[src/rtl/ascon_serial_host.sv]
// Parallel-to-serial host for the bit-serial Ascon core: loads key/nonce/AD/data, pulses start, captures out/tag.
// Latency: 128 load + 1 start + W wait (incl. trigger) + 127 capture cycles, then a one-cycle response strobe.
// Backpressure: cmd_ready is high only when idle; no response-side backpressure, rsp_valid is a single-cycle strobe.
module ascon_serial_host #(
  parameter int AD_W    = 64,
  parameter int DATA_W  = 64,
  parameter int TIMEOUT = 4096
) (
  input  logic              clk,
  input  logic              rst,
  input  logic              cmd_valid,
  output logic              cmd_ready,
  input  logic              cmd_decrypt,
  input  logic [127:0]      cmd_key,
  input  logic [127:0]      cmd_nonce,
  input  logic [AD_W-1:0]   cmd_ad,
  input  logic [DATA_W-1:0] cmd_data,
  output logic              rsp_valid,
  output logic              rsp_timeout,
  output logic [DATA_W-1:0] rsp_data,
  output logic [127:0]      rsp_tag,
  output logic              key_so,
  output logic              nonce_so,
  output logic              ad_so,
  output logic              data_so,
  output logic              start_so,
  output logic              decrypt_so,
  input  logic              out_si,
  input  logic              tag_si,
  input  logic              ready_si
);

  typedef enum logic [2:0] {
    S_IDLE, S_LOAD, S_START, S_WAIT, S_CAPTURE, S_DONE
  } state_t;

  localparam logic [15:0] WAIT_LAST = 16'(TIMEOUT - 1);
  localparam logic [15:0] DATA_LEN  = 16'(DATA_W);
  localparam logic [15:0] BIT_LAST  = 16'd127;

  state_t              state, state_d;
  logic [127:0]        key_sr, nonce_sr, tag_sr, tag_nxt;
  logic [AD_W-1:0]     ad_sr;
  logic [DATA_W-1:0]   data_sr, out_sr, out_nxt;
  logic [15:0]         cnt;
  logic                ready_q;
  logic                accept, trigger, wait_expired, last_bit;

  assign cmd_ready    = (state == S_IDLE);
  assign rsp_valid    = (state == S_DONE);
  assign accept       = cmd_valid & cmd_ready;
  // Only a fresh rising edge of ready counts; a level left over from a previous job is ignored.
  assign trigger      = ready_si & ~ready_q;
  assign wait_expired = (cnt == WAIT_LAST);
  assign last_bit     = (cnt == BIT_LAST);
  // Tag always shifts; output data stops shifting once DATA_W bits are in, later bits are discarded.
  assign tag_nxt      = {tag_sr[126:0], tag_si};
  assign out_nxt      = (cnt < DATA_LEN) ? ((out_sr << 1) | DATA_W'(out_si)) : out_sr;

  // Delayed copy of ready for edge detection, tracked in every state.
  always_ff @(posedge clk) begin
    if (rst) ready_q <= 1'b0;
    else     ready_q <= ready_si;
  end

  // State register.
  always_ff @(posedge clk) begin
    if (rst) state <= S_IDLE;
    else     state <= state_d;
  end

  // Next-state logic; trigger wins over timeout in the same cycle.
  always_comb begin
    state_d = state;
    case (state)
      S_IDLE:    if (accept) state_d = S_LOAD;
      S_LOAD:    if (last_bit) state_d = S_START;
      S_START:   state_d = S_WAIT;
      S_WAIT: begin
        if (trigger)           state_d = S_CAPTURE;
        else if (wait_expired) state_d = S_DONE;
      end
      S_CAPTURE: if (last_bit) state_d = S_DONE;
      S_DONE:    state_d = S_IDLE;
      default:   state_d = S_IDLE;
    endcase
  end

  // Shift registers, serial pin registers, counter and response capture.
  always_ff @(posedge clk) begin
    if (rst) begin
      key_sr      <= '0;
      nonce_sr    <= '0;
      ad_sr       <= '0;
      data_sr     <= '0;
      tag_sr      <= '0;
      out_sr      <= '0;
      cnt         <= '0;
      key_so      <= 1'b0;
      nonce_so    <= 1'b0;
      ad_so       <= 1'b0;
      data_so     <= 1'b0;
      start_so    <= 1'b0;
      decrypt_so  <= 1'b0;
      rsp_timeout <= 1'b0;
      rsp_data    <= '0;
      rsp_tag     <= '0;
    end else begin
      case (state)
        S_IDLE: begin
          if (accept) begin
            // Present bit 0 on the pins right away so LOAD cycle i shows bit 127-i.
            key_so     <= cmd_key[127];
            nonce_so   <= cmd_nonce[127];
            ad_so      <= cmd_ad[AD_W-1];
            data_so    <= cmd_data[DATA_W-1];
            key_sr     <= cmd_key << 1;
            nonce_sr   <= cmd_nonce << 1;
            ad_sr      <= cmd_ad << 1;
            data_sr    <= cmd_data << 1;
            decrypt_so <= cmd_decrypt;
            cnt        <= '0;
          end
        end
        S_LOAD: begin
          if (last_bit) begin
            key_so   <= 1'b0;
            nonce_so <= 1'b0;
            ad_so    <= 1'b0;
            data_so  <= 1'b0;
            start_so <= 1'b1;
          end else begin
            // Zero fill makes AD/data lines idle low once their bits run out.
            key_so   <= key_sr[127];
            nonce_so <= nonce_sr[127];
            ad_so    <= ad_sr[AD_W-1];
            data_so  <= data_sr[DATA_W-1];
            key_sr   <= key_sr << 1;
            nonce_sr <= nonce_sr << 1;
            ad_sr    <= ad_sr << 1;
            data_sr  <= data_sr << 1;
            cnt      <= cnt + 16'd1;
          end
        end
        S_START: begin
          start_so <= 1'b0;
          cnt      <= '0;
        end
        S_WAIT: begin
          if (trigger) begin
            // Trigger cycle carries bit 0 of both output streams.
            tag_sr <= {127'd0, tag_si};
            out_sr <= DATA_W'(out_si);
            cnt    <= 16'd1;
          end else if (wait_expired) begin
            rsp_timeout <= 1'b1;
            rsp_data    <= '0;
            rsp_tag     <= '0;
          end else begin
            cnt <= cnt + 16'd1;
          end
        end
        S_CAPTURE: begin
          tag_sr <= tag_nxt;
          out_sr <= out_nxt;
          cnt    <= cnt + 16'd1;
          if (last_bit) begin
            rsp_tag     <= tag_nxt;
            rsp_data    <= out_nxt;
            rsp_timeout <= 1'b0;
          end
        end
        S_DONE: begin
          decrypt_so <= 1'b0;
        end
        default: ;
      endcase
    end
  end

endmodule

[config.mk]
export PLATFORM = sky130hd
export DESIGN_NAME = ascon_serial_host
export DESIGN_NICKNAME = d
export VERILOG_FILES = /design/src/rtl/ascon_serial_host.sv
export SDC_FILE = /design/constraint.sdc
export NUM_CORES = 2
export LEC_CHECK = 0
export ABC_AREA = 1
export BUFFER_PORTS_ARGS = -buffer_cell sky130_fd_sc_hd__buf_2
export CORE_ASPECT_RATIO = 0.75
export CORE_MARGIN = 3
export CORE_UTILIZATION = 48
export CTS_BUF_LIST = sky130_fd_sc_hd__clkbuf_16
export DETAILED_ROUTE_END_ITERATION = 6
export HOLD_SLACK_MARGIN = 0.08
export PLACE_DENSITY = 0.7
export SYNTH_ARGS = -nofsm -noshare
export SYNTH_HDL_FRONTEND = slang
export SYNTH_SLANG_ARGS = --single-unit
[constraint.sdc]
create_clock -name clk -period 2.4 [get_ports clk]
set_input_delay 0 -clock clk [delete_from_list [all_inputs] [get_ports clk]]
set_output_delay 0 -clock clk [all_outputs]
set_load 0.05 [all_outputs]
**Word-level counts from Yosys, hierarchy flattened**

Cells that the tools add are included.

- Bits in registers: 794
- Latch bits: 0
- Memory bits (writable): 0
- Bits in read-only memories: 0
- Bits of input ports: 391
- Output and inout port bits: 201
- Logic and storage cells: 110
- Memories: 0

- Add/subtract/negate cells: 1
- Multipliers: 0
- Divide/modulo/power cells: 0
- Order comparisons: 1
- Eq/ne operators: 16
- Shift-type cells: 0
- Multiplexer cells: 56
- Bitwise gates (word level): 4
- Reductions and logical operators: 14

Operator list:

| cell | count |
|---|---|
| 2-to-1 mux 128 bit | 7 |
| case mux 128 bit (2 select lines) | 3 |
| 2-to-1 mux 64 bit | 9 |
| case mux 64 bit (2 select lines) | 4 |
| case mux 127 bit (2 select lines) | 1 |
| 2-to-1 mux 127 bit | 1 |
| case mux 16 bit (5 select lines) | 1 |
| 2-to-1 mux 16 bit | 4 |
| OR 64 x 1 -> 64 bit | 1 |
| adder 16 x 1 -> 16 bit, second input constant | 1 |
| == test 16 x 12 -> 1 bit, second input constant | 1 |
| == test 16 x 7 -> 1 bit, second input constant | 1 |
| < comparator 16 x 7 -> 1 bit, second input constant | 1 |
| 2-to-1 mux 3 bit | 5 |
| case mux 3 bit (5 select lines) | 1 |
| case mux 1 bit (2 select lines) | 7 |
| 2-to-1 mux 1 bit | 13 |
| != test 2 bit, second input constant | 6 |
| AND reduction 4 bit | 3 |
| AND reduction 2 bit | 4 |
| nonzero test 2 bit | 4 |
| == test 3 x 2 -> 1 bit, second input constant | 2 |
| == test 3 bit, second input constant | 2 |
| != test 3 bit, second input constant | 2 |
| 7 further kinds | 8 |

**Depth between registers and ports, before layout**

- Word-level depth: 4
- Depth in mapped cells: 12

**Least setup slack after synthesis**

OpenSTA, ideal clock, no wires.

- Path type: flip-flop to flip-flop
- Start point: register cnt[0]
- End point: register key_sr[100]
- Arrival: 1.775 ns
- Required time: 2.284 ns
- Path slack: 0.509 ns
- Cell stages (with the launch flop): 11
- Path buffers: 3
- Clock period less this slack: 1.891 ns
- Path through: dfxtp_1 > ha_1 > nand3_1 > nor3_2 > nand2_2 > nand2_2 > nand2_2 > buf_6 > buf_6 > buf_6 > o211a_1

- Cells in the longest elaborated chain, start to end: 3

Ends and longest elaborated chain:

| item | RTL line | text |
|---|---|---|
| start: declaration | 45 | `logic [15:0] cnt;` |
| start signal: assignment | 142 | `cnt <= cnt + 16'd1;` |
| start signal: assignment | 160 | `cnt <= cnt + 16'd1;` |
| start signal: assignment | 166 | `cnt <= cnt + 16'd1;` |
| == test 16 x 7 -> 1 bit | 55 | `assign last_bit = (cnt == BIT_LAST);` |
| != test 2 bit (no source line) | -- |  |
| AND reduction 3 bit (no source line) | -- |  |
| end signal: assignment | 117 | `key_sr <= cmd_key << 1;` |
| end signal: assignment | 138 | `key_sr <= key_sr << 1;` |
| end: declaration | 42 | `logic [127:0] key_sr, nonce_sr, tag_sr, tag_nxt;` |

Every way passes these cells.
A chain may end at the register's enable or synchronous reset.

**Final worst setup path**

- Start point: register cnt[0]
- End point: register data_sr[7]

- Cells in the longest elaborated chain, start to end: 3

Ends and longest elaborated chain:

| item | RTL line | text |
|---|---|---|
| == test 16 x 7 -> 1 bit | 55 |  |
| != test 2 bit (no source line) | -- |  |
| AND reduction 3 bit (no source line) | -- |  |
| end signal: assignment | 120 | `data_sr <= cmd_data << 1;` |
| end signal: assignment | 141 | `data_sr <= data_sr << 1;` |
| end: declaration | 44 | `logic [DATA_W-1:0] data_sr, out_sr, out_nxt;` |

Every way passes these cells.

==> impl_metrics.csv <==
group,metric,value,unit
pwr,max-vdd-ir-drop,0.954,mV
worst_setup_path,crit_type,"flip-flop to flip-flop",
grt,gr-total-overflow,0,
route,drt_wl_total,101000,microns
final_layout,area_delta_synth_final,30.2,%
worst_setup_path,cp_max_fo,179,
final_layout,nFillCells,5470,
pwr,internal-power,28200,uW
grt,grt_max_degree,193,
route,firstDrtPassIters,7,
pwr,powerDensity,1020,nW/um^2
pwr,leakage,0.0201,uW
yosys,syn_area_per_cell,7.77,sq um
final_layout,final_cell_mix,"1569 x nand2_1, 790 x dfxtp_1, 590 x buf_2",
place,globalplace.congestion,0.855,
pwr,p_clk_frac,0.274,
run_status,violations,"DRC",
final_layout,layout.area.seq,15800,sq um
worst_setup_path,cp_slowest_cell,"dfxtp_1",
worst_setup_path,critPathRequiredTime,2910,ps
sta,min_period,2300,ps
worst_setup_path,critPathLaunchType,"flip-flop",
sta,rsz0062_at_grt,"yes",
route,vias,32547,
yosys,synth_area_leaders,"dfxtp_1 48%, nand2_1 18%, o211a_1 11%, nand3_1 6.3%, a21oi_1 4.8%",
final_layout,final_common_cell,"nand2_1",
route,ant_nets,0,
worst_setup_path,cp-end-kind,"flip-flop",
yosys,synth_top_area_cell,"dfxtp_1",
final_layout,final_core_util,0.635,
worst_setup_path,crit_buf_inv,1,
clock_network,clock_path_buffers,3,
die,die_w,308,microns
yosys,synth-seq-cells,790,
yosys,ys_types,32,
die,pin_count,592,
die,dieHeight,233,microns
sta,worst_slack,104,ps
route,drcViolationCount,3,
die,core_area,67300,sq um
final_layout,fin_nets,5400,
grt,track_usage,0.270,
route,drtIter0Drc,3349,
die,rows,82,
worst_setup_path,cpPeakStageDelay,410,ps
place,placement.io_buffers,591,
route,avgRoutedWirePerCell,17.0,microns
grt,grt_pass1_wl,158000,microns
clock_network,cts_buffers,77,
pwr,switching_share,0.352,
clock_network,h-tree-depth,3,
pwr,pwr-share-comb,0.300,
sta,fin_worst_skew,20.9,ps
grt,grt_pass1_vias,30094,
sta,timing.final.hold_violations,0,
pwr,p_seq_frac,0.426,
place,pre_cts_slack,74.9,ps
clock_network,cts_tree,"built",
yosys,yosys_warnings,0,
grt,antenna_found_initial,7,
sta,worst_slew_pin_slew,958,ps
clock_network,clk_pin_slew,70,ps
die,die_area,71600,sq um
die,start_util,0.488,
sta,setup-violations-final,0,
yosys,syn_area,32800,sq um
pwr,p_switching,15300,uW
worst_setup_path,arrival,2810,ps
route,routed_via_density,5.46,
yosys,synth_nets,4617,
final_layout,drive_above_1_share,0.162,
flow_run,maxCapViolCount,0,
yosys,synth_seq_area_share,0.481,
final_layout,multi_input_comb_area,15200,sq um
sta,slew_violations,0,
clock_network,cts-root-buf,"clkbuf_16",
worst_setup_path,cpMostUsedCell,"nand2_2",
sta,slew_headroom,0.361,
yosys,postSynthCellCount,4225,
sta,period_share,0.956,
clock_network,clock-sinks,790,
place,dp_hpwl,57900,microns
yosys,yosysTopAreaCellShare,0.481,
worst_setup_path,critPathTopFamily,"simple AND/OR/NAND/NOR gates",
sta,fmaxAchievable,436,MHz
run_status,outcome,"finished with violations",
min_path,hold_class,"primary input to flip-flop",
clock_network,clk_latency,630,ps
worst_setup_path,crit_chain,"ha_2 -> nand3_1 -> nor3_2 -> nand2_2 -> nand2_2 -> nand2_8 -> buf_16 -> o211a_1",
-- worst paths after layout --
path,start,end,slack [ps],cells after the start
min reg2reg,rsp_tag[90]$_SDFFE_PP0P_,rsp_tag[90]$_SDFFE_PP0P_,460,2
max reg2reg,cnt[0]$_SDFFE_PP0P_,data_sr[7]$_SDFFE_PP0P_,100,8
max,cnt[0]$_SDFFE_PP0P_,data_sr[7]$_SDFFE_PP0P_,100,8
min,tag_si,tag_sr[0]$_SDFFE_PP0P_,190,4
-- through the flow --
step / area [sq um] / setup TNS, ps / hold slack, ps / std cells / power, uW
finish: 42800 / 0 / 187 / 5958 / 43500
floorplan: 32800 / 0 / 125 / 4225 / 28000
global route: 42800 / -6.46 / 181 / 5953 / 45900
detailed placement: 36300 / 0 / 227 / 5415 / 30600
global placement: 36300 / 0 / 220 / 5415 / 30300
CTS: 42700 / 0 / 133 / 5946 / 43100
-- Yosys cell counts, drive strengths merged --
library cell,n
a2111oi,1
nor3,3
ha,1
o21ai,48
buf,184
a22oi,1
nor3b,1
dfxtp,790
nand4,9
xor2,4
o211a,376
o211ai,33
inv,68
nor2,203
a211oi,27
a21oi,317
nand2,1575
nand3,414
and2,2
clkbuf,168
-- power by group through the flow --
stage / clock network (uW) / registers, uW / logic, uW
2_1_floorplan: 0 / 18300 / 9620
3_3_place_gp: 0 / 18500 / 11800
3_5_place_dp: 0 / 18600 / 12000
4_1_cts: 12200 / 18400 / 12600
5_1_grt: 12700 / 18800 / 14400
6_report: 11900 / 18500 / 13000
-- tightest hold or removal path: cells and delay by family --
kind	cells	cell delay [ps]
and+or+nand+nor	2	130
buffers and inverters	2	650
-- flip-flops by register name, summed over array words and instances (netlist names) --
signal	cells
ad_so	1
ad_sr	63
cnt	16
data_so	1
data_sr	63
decrypt_so	1
key_so	1
key_sr	127
nonce_so	1
nonce_sr	127
out_sr	64
ready_q	1
rsp_data	64
rsp_tag	128
rsp_timeout	1
start_so	1
state	3
tag_sr	127
-- area by class of cell --
cell class	count	area share
Antenna cell	11	0.000644
Clock buffer	78	0.0456
Clock inverter	58	0.0115
Inverter	68	0.00647
Multi-Input combinational cell	3015	0.355
Sequential cell	790	0.370
Tap cell	882	0.0258
Timing Repair Buffer	1056	0.185
-- layer usage --
metal  routed length, microns  GRT usage  vias to the layer above
met5                       13          0                        -
met4                     5340      0.148                        2
met3                     7210     0.0556                      382
met2                    45700      0.421                     1452
met1                    42900      0.351                    15008
li1                         -          -                    15703
-- kinds of logic (layout without fill, tap and decap cells) --
group           count (synthesis)  in the layout  share of synthesized area
compound gates                803            803                      0.188
xor+xnor                        4              4                    0.00107
fa+ha+maj                       1              1                   0.000381
simple gates                 2207           2207                      0.270
flops                         790            790                      0.481
other cells                     0             11                          0
buf+inv                       420           1260                     0.0587
-- timing repair --
item / CTS / global route
setup buffers: 0 / 0
endpoints found under the hold margin: 443 / 0
setup endpoints to repair: 0 / 243
resized for setup: 0 / 12
hold buffers: 395 / 0
(Power assumes the default switching activity.)
